## config.mk

```make
export PLATFORM = sky130hd
export DESIGN_NAME = avalon_arbiter
export DESIGN_NICKNAME = d
export VERILOG_FILES = /design/src/rtl/avalon_arbiter.sv
export SDC_FILE = /design/constraint.sdc
export NUM_CORES = 1
export LEC_CHECK = 0
export ABC_AREA = 0
export CORE_AREA = 5 5 115 117
export DETAILED_ROUTE_END_ITERATION = 8
export DIE_AREA = 0 0 120 122
export GPL_TIMING_DRIVEN = 0
export SKIP_LAST_GASP = 1
export SLEW_MARGIN = 20
export SYNTH_ARGS = -nofsm -noshare
export SYNTH_HDL_FRONTEND = slang
export SYNTH_SLANG_ARGS = --single-unit
export TNS_END_PERCENT = 5
```

## constraint.sdc

```tcl
create_clock -name clk -period 1.3 [get_ports clk]
set_input_delay 0.26 -clock clk [delete_from_list [all_inputs] [get_ports clk]]
set_output_delay 0.26 -clock clk [all_outputs]
set_load 0.02 [all_outputs]
```

## src/rtl/avalon_arbiter.sv

```systemverilog
// Two-master, one-slave Avalon-MM arbiter with round-robin fairness.
// Lets two hosts, such as the program loader and a debug/readback path,
// share one slave programming port. One transfer is in flight at a time.
// Slave waitrequest stalls are passed to the owning master, and a sticky
// flag is set when one transfer stalls for MAX_WAIT cycles.
//
// state | meaning
// ------+------------------------------------------------------------
// IDLE  | no owner; downstream strobes low; both masters stalled
// OWNED | master `grant` is routed to the downstream port
module avalon_arbiter #(
  parameter int ADDR_WIDTH = 32,
  parameter int DATA_WIDTH = 32,
  parameter int MAX_WAIT   = 1024
) (
  input  logic                  clk,
  input  logic                  reset,

  input  logic [ADDR_WIDTH-1:0] m0_address,
  input  logic                  m0_read,
  input  logic                  m0_write,
  input  logic [DATA_WIDTH-1:0] m0_writedata,
  output logic [DATA_WIDTH-1:0] m0_readdata,
  output logic                  m0_waitrequest,

  input  logic [ADDR_WIDTH-1:0] m1_address,
  input  logic                  m1_read,
  input  logic                  m1_write,
  input  logic [DATA_WIDTH-1:0] m1_writedata,
  output logic [DATA_WIDTH-1:0] m1_readdata,
  output logic                  m1_waitrequest,

  output logic [ADDR_WIDTH-1:0] d_address,
  output logic                  d_read,
  output logic                  d_write,
  output logic [DATA_WIDTH-1:0] d_writedata,
  input  logic [DATA_WIDTH-1:0] d_readdata,
  input  logic                  d_waitrequest,

  output logic                  grant,
  output logic                  busy,
  output logic                  timeout
);

  localparam int CW = $clog2(MAX_WAIT + 1);
  localparam logic [CW-1:0] WAIT_MAX = CW'(MAX_WAIT);
  // The count that becomes WAIT_MAX on the next stalled cycle.
  localparam logic [CW-1:0] WAIT_LAST = CW'(MAX_WAIT - 1);

  typedef enum logic {
    IDLE  = 1'b0,
    OWNED = 1'b1
  } state_t;

  state_t          state;
  logic            grant_q;
  logic            last_q;
  logic [CW-1:0]   stall_cnt;
  logic            timeout_q;

  logic            req0;
  logic            req1;
  logic            owner_rd;
  logic            owner_wr;
  logic            owner_req;
  logic            grant_nxt;
  logic            owned;

  // Request decode and round-robin grant choice for the next IDLE cycle.
  always_comb begin
    req0      = m0_read | m0_write;
    req1      = m1_read | m1_write;
    owner_rd  = grant_q ? m1_read  : m0_read;
    owner_wr  = grant_q ? m1_write : m0_write;
    owner_req = owner_rd | owner_wr;
    owned     = (state == OWNED);
    // On a tie the master that did not finish last wins; otherwise the
    // sole requester wins (req1 alone selects master 1).
    if (req0 && req1) begin
      grant_nxt = ~last_q;
    end else begin
      grant_nxt = req1;
    end
  end

  // Ownership FSM: arbitrate in IDLE, release on completion or abandon.
  always_ff @(posedge clk) begin
    if (reset) begin
      state   <= IDLE;
      grant_q <= 1'b0;
      last_q  <= 1'b1;
    end else begin
      case (state)
        IDLE: begin
          if (req0 || req1) begin
            grant_q <= grant_nxt;
            state   <= OWNED;
          end
        end
        OWNED: begin
          if (!owner_req) begin
            // The owner withdrew mid-transfer. No transfer completed, so the
            // fairness pointer is left alone.
            state <= IDLE;
          end else if (!d_waitrequest) begin
            last_q <= grant_q;
            state  <= IDLE;
          end
        end
        default: state <= IDLE;
      endcase
    end
  end

  // Stall counter and sticky timeout; the transfer itself is never aborted.
  always_ff @(posedge clk) begin
    if (reset) begin
      stall_cnt <= '0;
      timeout_q <= 1'b0;
    end else if (state == IDLE) begin
      stall_cnt <= '0;
    end else if (d_waitrequest) begin
      if (stall_cnt != WAIT_MAX) begin
        stall_cnt <= stall_cnt + CW'(1);
      end
      if (stall_cnt == WAIT_LAST) begin
        timeout_q <= 1'b1;
      end
    end
  end

  // Downstream mux and per-master stall routing, combinational from state.
  always_comb begin
    d_address   = grant_q ? m1_address   : m0_address;
    d_writedata = grant_q ? m1_writedata : m0_writedata;
    // A simultaneous read and write is treated as a write.
    d_write     = owned & owner_wr;
    d_read      = owned & owner_rd & ~owner_wr;

    m0_waitrequest = (owned && !grant_q) ? d_waitrequest : 1'b1;
    m1_waitrequest = (owned &&  grant_q) ? d_waitrequest : 1'b1;

    // Read data is broadcast; only the owner's completion cycle matters.
    m0_readdata = d_readdata;
    m1_readdata = d_readdata;

    grant   = grant_q;
    busy    = owned;
    timeout = timeout_q;
  end

endmodule

```

==> results, run 1 <==
- The flow ran to the end, but the final reports show violations.
- The checks that failed: setup timing.
- The final layout net count is 675.
- The buffer levels on the longest clock path is 2.
- The detailed router finished its first iteration with 43 violations.
- The DRC violations left is 0.
- Together, buffers and inverters on the worst path number 3.
- After floorplanning, the core was sized to cover 0.01226 mm2.
- The max-slew headroom at the worst pin is 0.6925.
- The met1 layer wirelength in the final routing is 3.810 mm.
- Yosys printed 0 warnings.
- The total global routing track utilization is 0.1322.
- The post-synthesis net count is 397.
- The die is 120 um wide.
- The type of the most critical hold path is reg2reg.
- The number of global-route vias before repair was 2673.
- The fraction of post-synthesis cell area in the top cell type by area is 0.3553.
- Walking the worst path, the cells encountered are buf_12 -> buf_12 -> mux2_2 -> buf_2.
- The least setup slack across all paths after layout is -0.3512 ns.
- Counting every sink on the clock net gives 15.
- On the critical path, the stage with the largest delay is an instance of sky130_fd_sc_hd__dfxtp_4.
- Pin placement for this block handled 302 I/O pins.
- The number of clock buffers inserted by TritonCTS is 3.
- After detailed routing, the average wire length per cell comes to 16.60 um.
- Setup repair after global routing could not meet its margin everywhere.
- The clock latency on the worst-skew pair is 0.25 ns.
- After routing the design area is 0.004922 mm2.
- The count of hold-fix buffers inserted at cts is 0.
- The full die area is 0.01464 mm2.
- For the pin with the worst max-slew slack, the measured transition is 0.4613 ns.
- The worst hold margin is 0.4816 ns.
- The maximum clock rate is 605.6 MHz.
- The ratio of total power to cell area is 610.4 mW/mm2.
- The biggest area contributor in the post-synthesis netlist is sky130_fd_sc_hd__mux2_2.
- The number of placed cells counting well taps is 647.
- Compared with the post-synthesis result, the final layout area differs by 142.7%.
- The kind of launch point of the worst setup path is a register.
- The async set or reset register ratio after synthesis is 0.
- The number of register bits inferred by synthesis is 15.
- The critical path class is reg2out.
- The H-tree level count is 1.
- Counting the fill cells in the layout gives 1267.
- The number of enable flip-flop cells after synthesis is 0.
- The wire length of the first global-routing pass is 15.33 mm.
- The max-slew violation total from the final report is 0.
- Summed over all nets, the half-perimeter wirelength after detailed placement is 9.543 mm.
- Summing over every cut layer, the via total after detailed routing is 2583.
- Of the cells placed in the final design, the portion with a size suffix greater than 1 is 0.4337.
- Once placement finished, the instance area stood at 0.005001 mm2.
- The required time of the worst setup path is 1.04 ns.
- For the worst setup path, the data arrival time is 1.39 ns.
- The met3 wire length is 831 um.
- Synthesis instantiated 31 different standard cells from the library.
- The part of the Yosys area used for sequential elements is 0.1481.
- Counting every instance in the synthesized netlist gives 228.
- The mean area per synthesized cell is 8.896 um2.
- The detail-routed via count per cell is 3.944.
- The multi-input combinational cells in the finished layout cover a total of 0.001237 mm2.
- The biggest cell delay along the critical path is 0.37 ns.
- The register clock-pin slew on the reported worst setup and hold paths is 0.05 ns.
- At the end of routability-driven placement, the weighted congestion stood at 0.8223.
- The top metal layer carrying routed signals is met4.
- The number of antenna diodes in the final layout is 0.
- The number of antenna violations at the first check in global routing was 0.
- The top flip-flop cell by instance count after synthesis is sky130_fd_sc_hd__dfxtp_1.
- The sum of negative setup slack is -23.44 ns.
- Among cell families on the critical path, the largest total delay comes from buffers and inverters.
- The first detailed-routing pass ran for 4 iterations.
- Across the routed clock network, the largest skew measured is 0.005172 ns.
- The area of the mapped netlist is 0.002028 mm2.
- The number of non-filler instances in the completed layout is 655.
- The most numerous cell type found on the critical path is sky130_fd_sc_hd__buf_12.
- The count of buffers added on input and output ports is 269.
- For this configuration, the core starts out at a cell density of 0.1654.
- In the detailed route, the total length drawn on met2 is 6.184 mm.
- The total of endpoints with negative setup slack in the final report is 80.
- By area the synthesized netlist is led by sky130_fd_sc_hd__mux2_2, sky130_fd_sc_hd__buf_4, sky130_fd_sc_hd__dfxtp_1.
- The pin count of the biggest net entering global routing is 11.
- The clock root buffer is sky130_fd_sc_hd__clkbuf_16.
- After global routing the overflow that remains totals 0.
- The sequential cells in the finished layout cover a total of 305.3 um2.
- The final wirelength is 10.87 mm.
- The final-report hold violation count is 0.
- The tool flagged a number of max-cap violations equal to 0.
- The clock tree from TritonCTS is built.
- The worst path in the final design needs a cycle of 1.651 ns, including I/O delays and setup.
- Dividing the final minimum period by the clock period gives 1.270.
- Along the worst path, the maximum fanout reaches 10.
- The analysis attributes to cell leakage a power of 2.086 nW.
- Once detail routing completed, the nets flagged for antenna violations numbered 0.
- The worst setup path is captured at a primary output.
- IR analysis of the VDD net gives a maximum drop of 0.6132 mV.
- The initialized floorplan defines 41 standard-cell rows.
- Sorting the synthesized cells by how often they occur yields sky130_fd_sc_hd__buf_4, sky130_fd_sc_hd__mux2_2, sky130_fd_sc_hd__dfxtp_1, sky130_fd_sc_hd__nor2_1.
- The die is 122 um tall.
==> final timing paths <==
| path | cells past startpoint | endpoint | startpoint | slack [ns] |
|---|---|---|---|---|
| setup / recovery | 4 | d_writedata[7] | grant$_SDFFE_PP0P_ | -0.35 |
| hold reg to reg | 1 | timeout$_SDFFE_PP0P_ | timeout$_SDFFE_PP0P_ | 0.48 |
| hold / removal | 1 | timeout$_SDFFE_PP0P_ | timeout$_SDFFE_PP0P_ | 0.48 |
| setup reg to reg | 5 | stall_cnt[10]$_SDFFE_PP0P_ | stall_cnt[0]$_SDFFE_PP0P_ | -0.10 |
==> per-stage QoR <==
| step | power [mW] | utilization | setup WS (ns) |
|---|---|---|---|
| finish | 3.005 | 0.4015 | -0.3512 |
| global route | 3.162 | 0.4015 | -0.4088 |
| CTS | 3.059 | 0.4125 | -0.4645 |
| detailed placement | 2.519 | 0.4079 | -0.8933 |
| global placement | 2.507 | 0.4079 | -0.8964 |
| floorplan | 1.455 | - | -0.04879 |
==> cells in the final DEF, fill, tap and decap left out, drive strengths merged <==
cell type / count
or3: 2
buf: 130
dfxtp: 15
and3: 1
a21bo: 1
nand2b: 1
a41oi: 1
nor2: 14
clkdlybuf4s15: 2
a32oi: 1
nand4: 4
nand2: 8
ha: 2
clkdlybuf4s50: 200
xor2: 3
xnor2: 4
clkbuf: 16
nand3b: 1
dlygate4sd2: 1
clkinv: 1
nor2b: 2
o21ai: 8
inv: 6
mux2i: 2
and2b: 1
mux2: 64
nor3: 2
a22o: 1
nor4: 3
a21oi: 8
==> state kept, by name (all words and copies together), names as in the netlist <==
register	flops
grant	1
stall_cnt	11
busy	1
last_q	1
timeout	1
==> layout make-up <==
type	count	share of cell area
buffer	73	0.1289
clock buffer	3	0.01525
tap	150	0.03813
clock inverter	1	0.001017
multi-input combinational	134	0.2514
timing repair buffer	273	0.4987
sequential	15	0.06202
inverter	6	0.004575
==> timing repair <==
action / in CTS / in global routing
hold endpoints to repair: 0 / 0
setup buffers: 0 / 1
resized for setup: 235 / 54
endpoints found under the setup margin: 84 / 83
cloned: 0 / 3
pin swaps: 0 / 0
==> kinds of logic (layout without fill, tap and decap cells) <==
kind of cell             count (synthesis)  count (layout)  synth area share
buffers and inverters                   79             356            0.2696
multiplexers                            66              66            0.3652
AND/OR/NAND/NOR                         39              39            0.1117
AO/OA/AOI/OAI                           20              20           0.06293
flip-flops                              15              15            0.1481
XOR/XNOR                                 7               7           0.03023
adder cells (fa/ha/maj)                  2               2           0.01234
==> power breakdown <==
part | total (mW) | leakage, nW | switching [mW] | internal [mW]
clock network | 0.597 | 0.0409 | 0.187 | 0.410
logic | 1.92 | 1.92 | 0.793 | 1.13
registers | 0.489 | 0.123 | 0.0154 | 0.474
total | 3.00 | 2.09 | 0.995 | 2.01
==> per-layer routing <==
metal / GRT usage / vias to the layer above
met3: 0.03993 / 6
li1: - / 1273
met5: 0 / -
met1: 0.1367 / 1196
met4: 0.01074 / 0
met2: 0.2694 / 108
No activity file was read; power rests on OpenSTA's default activity.
==> run 2, diff against run 1 <==
--- a/config.mk
+++ b/config.mk
@@ -6,9 +6,9 @@
 export NUM_CORES = 1
 export LEC_CHECK = 0
 export ABC_AREA = 0
-export CORE_AREA = 5 5 115 117
+export CORE_AREA = 5 5 113 115
 export DETAILED_ROUTE_END_ITERATION = 8
-export DIE_AREA = 0 0 120 122
+export DIE_AREA = 0 0 118 120
 export GPL_TIMING_DRIVEN = 0
 export SKIP_LAST_GASP = 1
 export SLEW_MARGIN = 20
==> constraint.sdc (replaced) <==
create_clock -name clk -period 1.6 [get_ports clk]
set_input_delay 0.32 -clock clk [delete_from_list [all_inputs] [get_ports clk]]
set_output_delay 0.32 -clock clk [all_outputs]
set_load 0.02 [all_outputs]
==> run 2 against run 1 <==
  * The run still ends with setup timing left
  * Utilization is 1.1 points higher
  * Cell count is 0.61% lower
  * Via count hardly changed
  * Power is 20% lower
  * Design area is 1.9% lower
  * Count of clock-buffer cells in the layout is 1 higher
  * Clock power is 19% lower
  * Non-clock buffer count is 1 lower
  * First-iteration DRC count is 42% higher
  * Global-route usage is 0.90 points higher
  * Sequential cell count stayed put
  * Largest power group unchanged
==> results, run 2 (synthesized netlist as in run 1, its figures left out) <==
- The met1 capacity usage during global routing is 0.1554 (was 0.1367).
- The post-route antenna net violation count is 0 (unchanged).
- The number of sinks driven by the clock tree is 15 (unchanged).
- The detailed-route wire length per cell came to 16.69 um (was 16.60 um).
- The vertical extent of the die is 120 um (was 122 um).
- The number of flip-flops in the largest register was 11 (unchanged).
- The number of antenna violations at the first check in global routing is 0 (unchanged).
- The number of DRC violations after detailed-routing iteration 0 is 61 (was 43).
- The met2 usage in global routing is 0.2680 (was 0.2694).
- The slew at the pin with the worst max-slew slack is 0.4717 ns (was 0.4613 ns).
- The weighted congestion at the end of routability-driven global placement is 0.7988 (was 0.8223).
- The x dimension of the die came to 118 um (was 120 um).
- The largest fanout on the critical path is 5 (was 10).
- The met3 layer usage reported by global route is 0.03629 (was 0.03993).
- The count of hold-fix buffers inserted at cts is 0 (unchanged).
- The biggest cell delay along the critical path is 0.55 ns (was 0.37 ns).
- Status: finished, violations left (unchanged).
- The startpoint of the worst-slack reg-to-reg timing path is stall_cnt[0]$_SDFFE_PP0P_ (unchanged).
- The cell depth of the worst flop-to-flop path is 5 (unchanged).
- The number of global-route vias before repair is 2692 (was 2673).
- The final-report hold violation count is 0 (unchanged).
- Dividing the final minimum period by the clock period gives 1.078.
- The least setup slack across all paths after layout was -0.1242 ns (was -0.3512 ns).
- The final layout net count came to 674 (was 675).
- The core region area is 0.01171 mm2 (was 0.01226 mm2).
- The final wirelength is 10.87 mm (about the same).
- The full die area is 0.01416 mm2 (was 0.01464 mm2).
- The register containing the most flip-flops in the final layout is stall_cnt (unchanged).
- The clock tree from TritonCTS is built (unchanged).
- The number of placed I/O pins is 302 (unchanged).
- The buffer levels on the longest clock path is 2 (unchanged).
- The most utilized layer in the global route result is met2 (unchanged).
- The wire length of the first global-routing pass is 16.13 mm (was 15.33 mm).
- The number of port buffers came to 269 (unchanged).
- The register clock-pin slew on the reported worst setup and hold paths is 0.05 ns (about the same).
- The maximum clock rate is 580.0 MHz.
- The layout overhead on the synthesized area is 138.0% (was 142.7%).
- The family of cells with the greatest summed delay on the critical path is buffers and inverters (unchanged).
- The slack of the worst reg-to-reg path is 0.22 ns (was -0.10 ns).
- The via count is 2585 (was 2583).
- The standard-cell row count is 40 (was 41).
- The standby leakage power is 2.032 nW (was 2.086 nW).
- The post-detailed-placement half-perimeter wirelength is 9.587 mm (was 9.543 mm).
- The start point of the critical path is m0_write (was grant$_SDFFE_PP0P_).
- The detail-routed via count per cell is 3.971 (was 3.944).
- The critical path capture point type is a primary output (unchanged).
- The starting utilization of the core area came to 0.1732 (was 0.1654).
- The total overflow reported by the global router is 0 (unchanged).
- The instance count on the critical path was 4 (unchanged).
- The fraction of layout cells with a size suffix above 1 is 0.4266 (was 0.4337).
- The H-tree level count was 1 (unchanged).
- The required time of the worst setup path came to 1.28 ns (was 1.04 ns).
- Ordered list of cells on the worst path: clkdlybuf4s50_1 -> mux2i_1 -> nor2b_1 -> clkdlybuf4s15_1 (was buf_12 -> buf_12 -> mux2_2 -> buf_2).
- The pin count of the biggest net entering global routing is 11 (unchanged).
- The count of buffering cells on the critical path with inverters included is 2 (was 3).
- Most frequent cells in the layout: sky130_fd_sc_hd__clkdlybuf4s50_1, sky130_fd_sc_hd__buf_4, sky130_fd_sc_hd__mux2_2, sky130_fd_sc_hd__buf_2 (was sky130_fd_sc_hd__clkdlybuf4s50_1, sky130_fd_sc_hd__buf_4, sky130_fd_sc_hd__buf_2, sky130_fd_sc_hd__mux2_2, sky130_fd_sc_hd__mux2_4).
- The max-slew violation total from the final report is 0 (unchanged).
- The total of max-cap violations is 0 (unchanged).
- The worst path in the final design needs a cycle of 1.724 ns, including I/O delays and setup.
- The worst setup path endpoint is d_write (was d_writedata[7]).
- The max-slew headroom at the worst pin is 0.6855 (was 0.6925).
- The clock root buffer is sky130_fd_sc_hd__clkbuf_16 (unchanged).
- The arrival time of data at the critical path endpoint is 1.40 ns (was 1.39 ns).
- The total global routing track utilization is 0.1412 (was 0.1322).
- The terminus of the critical flop-to-flop path is stall_cnt[10]$_SDFFE_PP0P_ (unchanged).
- The critical path class is in2out (was reg2out).
- Violations in the final reports: setup timing (unchanged).
- The type of the most critical hold path is reg2reg (unchanged).
- Setup repair after global routing missed its margin: yes (unchanged).
- The first-pass iteration count of the detailed router is 4 (unchanged).
- The most common cell after layout, fill and taps aside is sky130_fd_sc_hd__clkdlybuf4s50_1 (unchanged).
- The total of endpoints with negative setup slack in the final report was 68 (was 80).
- The kind of launch point of the worst setup path is an input pin (was register).
- The DRC violations left is 0 (unchanged).
- The post-route clock skew is 0.001373 ns (was 0.005172 ns).
- The worst hold margin is 0.4804 ns (was 0.4816 ns).
- The count of antenna diodes in the layout is 0 (unchanged).
- The number of clock buffers inserted by TritonCTS came to 3 (unchanged).
- The highest ir drop seen on vdd is 0.6454 mV (was 0.6132 mV).
- The total design power is 2.395 mW (was 3.005 mW).
- The slowest cell on the critical path is sky130_fd_sc_hd__clkdlybuf4s50_1 (was sky130_fd_sc_hd__dfxtp_4).
- The clock latency on the worst-skew pair is 0.24 ns (was 0.25 ns).
- The fill cell total of the finished layout is 1212 (was 1267).
- The ratio of total power to cell area was 496.1 mW/mm2 (was 610.4 mW/mm2).
==> run 2: area by class of cell <==
| cell class | instances | area, um2 | share of cell area |
|---|---|---|---|
| Timing Repair Buffer | 272 | 2430 | 0.5034 |
| Sequential cell | 15 | 304.0 | 0.06299 |
| Multi-Input combinational cell | 134 | 1189 | 0.2462 |
| Clock buffer | 4 | 78.83 | 0.01633 |
| Tap cell | 147 | 183.9 | 0.03810 |
| Buffer | 73 | 619.3 | 0.1283 |
| Inverter | 6 | 22.52 | 0.004666 |
==> run 2: power breakdown <==
group          internal [mW]  switching [mW]
clock                  0.337           0.146
combinational          0.878           0.636
sequential             0.384          0.0129
total                   1.60           0.796
==> run 2: per-stage QoR <==
| stage | setup WS, ns | util | std cells | cell area (um2) | TNS (ns) |
|---|---|---|---|---|---|
| global placement | -0.6703 | 0.4188 | 644 | 4905 | -35.13 |
| floorplan | 0.02522 | - | 228 | 2028 | 0 |
| detailed placement | -0.6698 | 0.4188 | 644 | 4905 | -36.66 |
| finish | -0.1242 | 0.4122 | 651 | 4827 | -6.209 |
| CTS | -0.1599 | 0.4069 | 650 | 4766 | -8.889 |
| global route | -0.1802 | 0.4122 | 651 | 4827 | -9.938 |
==> run 2: per-layer routing <==
layer,routed length (um),vias to the layer above
li1,-,1275
met1,4010,1178
met2,5987,120
met3,661,12
met4,208,0
met5,0,-
==> run 2: timing repair <==
action                                  4_1_cts  5_1_grt
buffers inserted                              1        0
resized for setup                           298       12
endpoints found under the setup margin       69       70
cloned                                        1        1
hold endpoints to repair                      0        0
==> run 2: how the worst min path moves through the flow <==
stage,from,to,slack [ns],cells after the start
global route,timeout$_SDFFE_PP0P_,timeout$_SDFFE_PP0P_,0.50,1
global placement,timeout$_SDFFE_PP0P_,timeout$_SDFFE_PP0P_,0.47,1
floorplan,reset,grant$_SDFFE_PP0P_,0.39,1
detailed placement,timeout$_SDFFE_PP0P_,timeout$_SDFFE_PP0P_,0.47,1
finish,timeout$_SDFFE_PP0P_,timeout$_SDFFE_PP0P_,0.48,1
CTS,timeout$_SDFFE_PP0P_,timeout$_SDFFE_PP0P_,0.48,1
==> run 2: worst register-to-register path: stages, from the launching register on <==
cell                      delay (ns)
sky130_fd_sc_hd__dfxtp_1        0.39
sky130_fd_sc_hd__ha_1           0.23
sky130_fd_sc_hd__nand2_1        0.15
sky130_fd_sc_hd__nor4_4         0.28
sky130_fd_sc_hd__xnor2_1        0.15
sky130_fd_sc_hd__nor2_1         0.05
